--- config.mk ---
export PLATFORM = sky130hd
export DESIGN_NAME = pipe_hazard_sequencer
export DESIGN_NICKNAME = d
export VERILOG_FILES = /design/src/rtl/pipe_ctrl_pkg.sv /design/src/rtl/sat_counter.sv /design/src/rtl/pipe_hazard_sequencer.sv
export SDC_FILE = /design/constraint.sdc
export NUM_CORES = 1
export LEC_CHECK = 0
export BUFFER_PORTS_ARGS = -buffer_cell sky130_fd_sc_hd__buf_2
export CAP_MARGIN = 15
export CORE_MARGIN = 4
export CORE_UTILIZATION = 30
export CTS_CLUSTER_SIZE = 14
export DETAILED_ROUTE_END_ITERATION = 7
export PLACE_DENSITY_LB_ADDON = 0.1
export SLEW_MARGIN = 0
export SYNTH_ARGS = -nofsm -noshare
export SYNTH_HDL_FRONTEND = slang
export SYNTH_HIERARCHICAL = 1
export SYNTH_SLANG_ARGS = --single-unit
--- constraint.sdc ---
create_clock -name clk -period 4.7 [get_ports clk]
set_clock_uncertainty 0.1 [all_clocks]
set_input_delay 0.94 -clock clk [delete_from_list [all_inputs] [get_ports clk]]
set_output_delay 0.94 -clock clk [all_outputs]
set_load 0.02 [all_outputs]
--- src/rtl/pipe_ctrl_pkg.sv ---
// pipe_ctrl_pkg: shared state encodings and default sizing for the hazard sequencer
package pipe_ctrl_pkg;
  typedef enum logic [2:0] {
    ST_INIT     = 3'd0,
    ST_RUN      = 3'd1,
    ST_LU_STALL = 3'd2,
    ST_BR_FLUSH = 3'd3,
    ST_MEM_WAIT = 3'd4
  } state_e;
  localparam int DEF_INIT_CYCLES  = 4;
  localparam int DEF_FLUSH_CYCLES = 2;
  localparam int DEF_CNT_W        = 16;
endpackage

--- src/rtl/sat_counter.sv ---
// sat_counter: enabled up-counter that sticks at all-ones instead of wrapping
module sat_counter #(
  parameter int W = 16
) (
  input  logic         clk,
  input  logic         rst,
  input  logic         i_en,
  output logic [W-1:0] o_q
);
  logic [W-1:0] r_q;
  assign o_q = r_q;
  // count enabled cycles, holding once every bit is set
  always_ff @(posedge clk or posedge rst)
    if (rst) r_q <= '0;
    else if (i_en && r_q != '1) r_q <= r_q + 1'b1;
endmodule

--- src/rtl/pipe_hazard_sequencer.sv ---
// pipe_hazard_sequencer: Moore FSM arbitrating init, load-use, branch flush and memory-wait pipeline controls
module pipe_hazard_sequencer
  import pipe_ctrl_pkg::*;
#(
  parameter int INIT_CYCLES  = DEF_INIT_CYCLES,
  parameter int FLUSH_CYCLES = DEF_FLUSH_CYCLES,
  parameter int CNT_W        = DEF_CNT_W
) (
  input  logic             clk,
  input  logic             rst,
  input  logic             load_use,
  input  logic             br_taken,
  input  logic             dmem_req,
  input  logic             dmem_ready,
  output logic             init,
  output logic             pc_write,
  output logic             ifid_write,
  output logic             idex_bubble,
  output logic             flush,
  output logic             freeze,
  output logic [2:0]       state,
  output logic [CNT_W-1:0] event_cnt
);
  localparam int IW = $clog2(INIT_CYCLES + 1);
  localparam int FW = $clog2(FLUSH_CYCLES + 1);
  localparam logic [IW-1:0] INIT_LAST  = IW'(INIT_CYCLES - 1);
  localparam logic [FW-1:0] FLUSH_LOAD = FW'(FLUSH_CYCLES);
  logic [2:0]    r_state;
  logic [IW-1:0] r_init_cnt;
  logic [FW-1:0] r_flush_cnt;
  logic [2:0]    w_next_state;
  logic [IW-1:0] w_init_next;
  logic [FW-1:0] w_flush_next;
  logic [FW-1:0] w_flush_dec;
  logic          w_mem_stall;
  logic          w_event_en;
  assign w_mem_stall = dmem_req & ~dmem_ready;
  assign w_flush_dec = (r_flush_cnt > FW'(1)) ? r_flush_cnt - 1'b1 : '0;
  assign state       = r_state;
  // state and inline down/up counters
  always_ff @(posedge clk or posedge rst)
    if (rst) begin
      r_state     <= ST_INIT;
      r_init_cnt  <= '0;
      r_flush_cnt <= '0;
    end else begin
      r_state     <= w_next_state;
      r_init_cnt  <= w_init_next;
      r_flush_cnt <= w_flush_next;
    end
  // next-state arbitration: memory wait beats branch beats load-use
  always_comb begin
    w_next_state = ST_RUN;
    w_init_next  = r_init_cnt;
    w_flush_next = '0;
    case (r_state)
      ST_INIT: begin
        w_init_next  = r_init_cnt + 1'b1;
        w_next_state = (r_init_cnt == INIT_LAST) ? ST_RUN : ST_INIT;
      end
      ST_RUN, ST_LU_STALL: begin
        w_next_state = w_mem_stall ? ST_MEM_WAIT :
                       br_taken ? ST_BR_FLUSH :
                       (load_use && r_state == ST_RUN) ? ST_LU_STALL : ST_RUN;
        w_flush_next = (!w_mem_stall && br_taken) ? FLUSH_LOAD : '0;
      end
      ST_BR_FLUSH: begin
        w_next_state = w_mem_stall ? ST_MEM_WAIT :
                       (br_taken || w_flush_dec != '0) ? ST_BR_FLUSH : ST_RUN;
        w_flush_next = (!w_mem_stall && br_taken) ? FLUSH_LOAD : w_flush_dec;
      end
      ST_MEM_WAIT: begin
        w_next_state = !dmem_ready ? ST_MEM_WAIT :
                       (r_flush_cnt != '0) ? ST_BR_FLUSH : ST_RUN;
        w_flush_next = r_flush_cnt;
      end
      default: ;
    endcase
  end
  // Moore output decode from registered state only
  always_comb begin
    init        = r_state == ST_INIT;
    pc_write    = !(r_state == ST_LU_STALL || r_state == ST_MEM_WAIT);
    ifid_write  = !(r_state == ST_LU_STALL || r_state == ST_MEM_WAIT);
    idex_bubble = r_state == ST_LU_STALL || r_state == ST_BR_FLUSH;
    flush       = r_state == ST_BR_FLUSH;
    freeze      = r_state == ST_MEM_WAIT;
  end
  assign w_event_en = (~pc_write | flush) & ~init;
  sat_counter #(.W(CNT_W)) u_event_cnt (
    .clk  (clk),
    .rst  (rst),
    .i_en (w_event_en),
    .o_q  (event_cnt)
  );
endmodule

==> metrics.csv <==
metric;value;unit
global route overflow;0;
Worst EP arrival;1.56;ns
iteration-0 DRC count of the detailed router;31;
Startpoint Class;register;
crit path max-delay cell type;or3_1;
Crit Path Max Fanout;12;
status;finished, final reports clean;
DRC;0;
Die Wd;74.6;microns
CTS Buf Count;3;
top cell type's share of synthesized area;0.451;
final wirelength;2.81;mm
CTS root buf;clkbuf_8;
WS Path Type;register to output pin;
Synth Net Count;140;
Worst Setup End Kind;output pin;
Slew headroom;0.576;
Syn Area/Cell;10.2;sq um
Final Max Tran Viols;0;
synth-to-layout area growth;17.8;%
Gate Count Post-Synth;131;
most numerous cell in the Yosys netlist;dfrtp_1;
RSZ-0062 raised after global routing;false;
Synthesis Warnings;6;
post-synthesis sequential area ratio;0.451;
PD cells;562;mW/mm^2
Setup crit start;state[1]$_DFF_PP0_;
GRT Overall Usage;0.113;
Final Power;882;uW
clock slew at reported path FFs;0.09;ns
Yosys reg bits;24;
core area;0.00414;sq mm
NumNets Final;172;
worst skew pair latency;0.27;ns
Buffers on Ports;30;
clk buf depth;2;
Fin. Hold Viols;0;
Final Critical Period;2.60;ns
vias;1043;
number of synthesized flops with an enable pin;0;
Achievable Freq;385;MHz
die area;0.00557;sq mm
die height;74.6;microns
initial antenna violation count;0;
row cnt;23;
dpl hpwl;2.14;mm
number of global-route vias before repair;1010;
internal reg-to-reg setup slack;2.49;ns
Worst Tran Pin Value;0.635;ns
Ports;31;
# resized after CTS;0;
htree depth;1;
largest net degree at the start of global routing;17;
Vias/cell;4.92;
Synth area leader;dfrtp_1;
Primary FF master, synth;dfrtp_1;
peak supply drop;0.318;mV
routed length per instance;13.3;microns
Final period util;0.553;
critical-path cell list;or3_1 > clkinv_4 > buf_2;
Synth area leaders;dfrtp_1 (45%), xnor2_1 (7.2%), nand2_1 (4.5%), ha_1 (2.8%), nand4_1 (2.8%);
Cell variety after synth;42;
worst hold path type;register to register;
first-pass GRT wire length;4.87;mm
initial core utilization;0.322;
number of antenna-violating nets in the routed design;0;
HP Start;r_init_cnt[2]$_DFFE_PP0P_;
DR pass1 iterations;4;
hold_ws;0.386;ns
Post-Syn Area;0.00133;sq mm
CTS tree;done;
CP max stage delay;0.54;ns
CTS sink count;24;
Max Cap Viol;0;
Filler cells;440;
FF-to-FF Start;state[1]$_DFF_PP0_;
setup TNS;0;ns
Setup Fix Bufs, Post-CTS;0;
ant diodes;0;
share of cells above drive strength 1;0.302;
# hold bufs at CTS;0;
RePlAce Congestion;0.854;
top cells by count, synth;dfrtp_1 (24), nand2_1 (16), xnor2_1 (11), a21oi_1 (7), nand3_1 (7);
Leak Pwr;0.789;nW
Setup violations, final;0;
Synth async-reset ratio;1.00;
WP data required;3.66;ns
[worst max-delay path, delay by kind of cell, from the launching register on]
family | cells | cell delay [ns]
AND/OR/NAND/NOR | 1 | 0.54
buffers and inverters | 2 | 0.24
flip-flops | 1 | 0.51
[layout make-up]
type,count,area [sq um],share of cell area
Multi-Input combinational cell,97,671,0.427
Clock buffer,4,55.1,0.0351
Timing Repair Buffer,30,150,0.0956
Tap cell,50,62.6,0.0398
Sequential cell,24,601,0.382
Inverter,7,31.3,0.0199
[report_power, final]
part	switching (mW)	internal, mW
Combinational	0.232	0.162
Clock	0.0683	0.0749
Sequential	0.0823	0.263
[path summary, 6_finish.rpt]
path                                              endpoint  depth (start not counted)
setup / recovery                                      init                          3
hold / removal                   r_init_cnt[2]$_DFFE_PP0P_                          2
setup reg to reg           u_event_cnt/o_q[14]$_DFFE_PP0P_                          8
hold reg to reg                  r_init_cnt[2]$_DFFE_PP0P_                          2
max in group asynchronous   u_event_cnt/o_q[3]$_DFFE_PP0P_                          2
min in group asynchronous        r_init_cnt[0]$_DFFE_PP0P_                          2
[registers in the layout, indices dropped and copies added (netlist names)]
register and count:
u_event_cnt/o_q 16, r_init_cnt 3, state 3, r_flush_cnt 2
[kinds of logic after synthesis]
group           Yosys count  synth area share
buf+inv                  10            0.0460
flops                    24             0.451
fa+ha+maj                 3            0.0282
simple gates             60             0.276
xor+xnor                 12            0.0845
compound gates           19            0.0901
mux                       3            0.0244
[metal layers]
metal | up-vias | wire (microns) | GRT usage | part of all wire
li1 | 520 | - | - | -
met1 | 500 | 1460 | 0.158 | 0.52
met2 | 19 | 1200 | 0.170 | 0.43
met3 | 4 | 119 | 0.0347 | 0.042
met4 | 0 | 25 | 0.0277 | 0.0089
met5 | - | 0 | 0 | 0
[per-stage QoR]
step                      utilization  setup WS [ns]  cells  instance area [sq um]
after floorplan                     -           2.03    131                   1330
after global placement          0.366           2.42    208                   1520
after detailed placement        0.366           2.40    208                   1520
after CTS                       0.379           2.09    212                   1570
after global routing            0.379           2.02    212                   1570
final                           0.379           2.10    212                   1570
[layout by cell type (no fill, tap or decap), types with 6 or more instances in the layout]
| cell | instances |
|---|---|
| a21oi_1 | 7 |
| buf_2 | 30 |
| dfrtp_1 | 24 |
| nand2_1 | 16 |
| nand3_1 | 7 |
| nand4_1 | 6 |
| nor2_1 | 6 |
| xnor2_1 | 11 |
No activity file was read; power rests on OpenSTA's default activity.
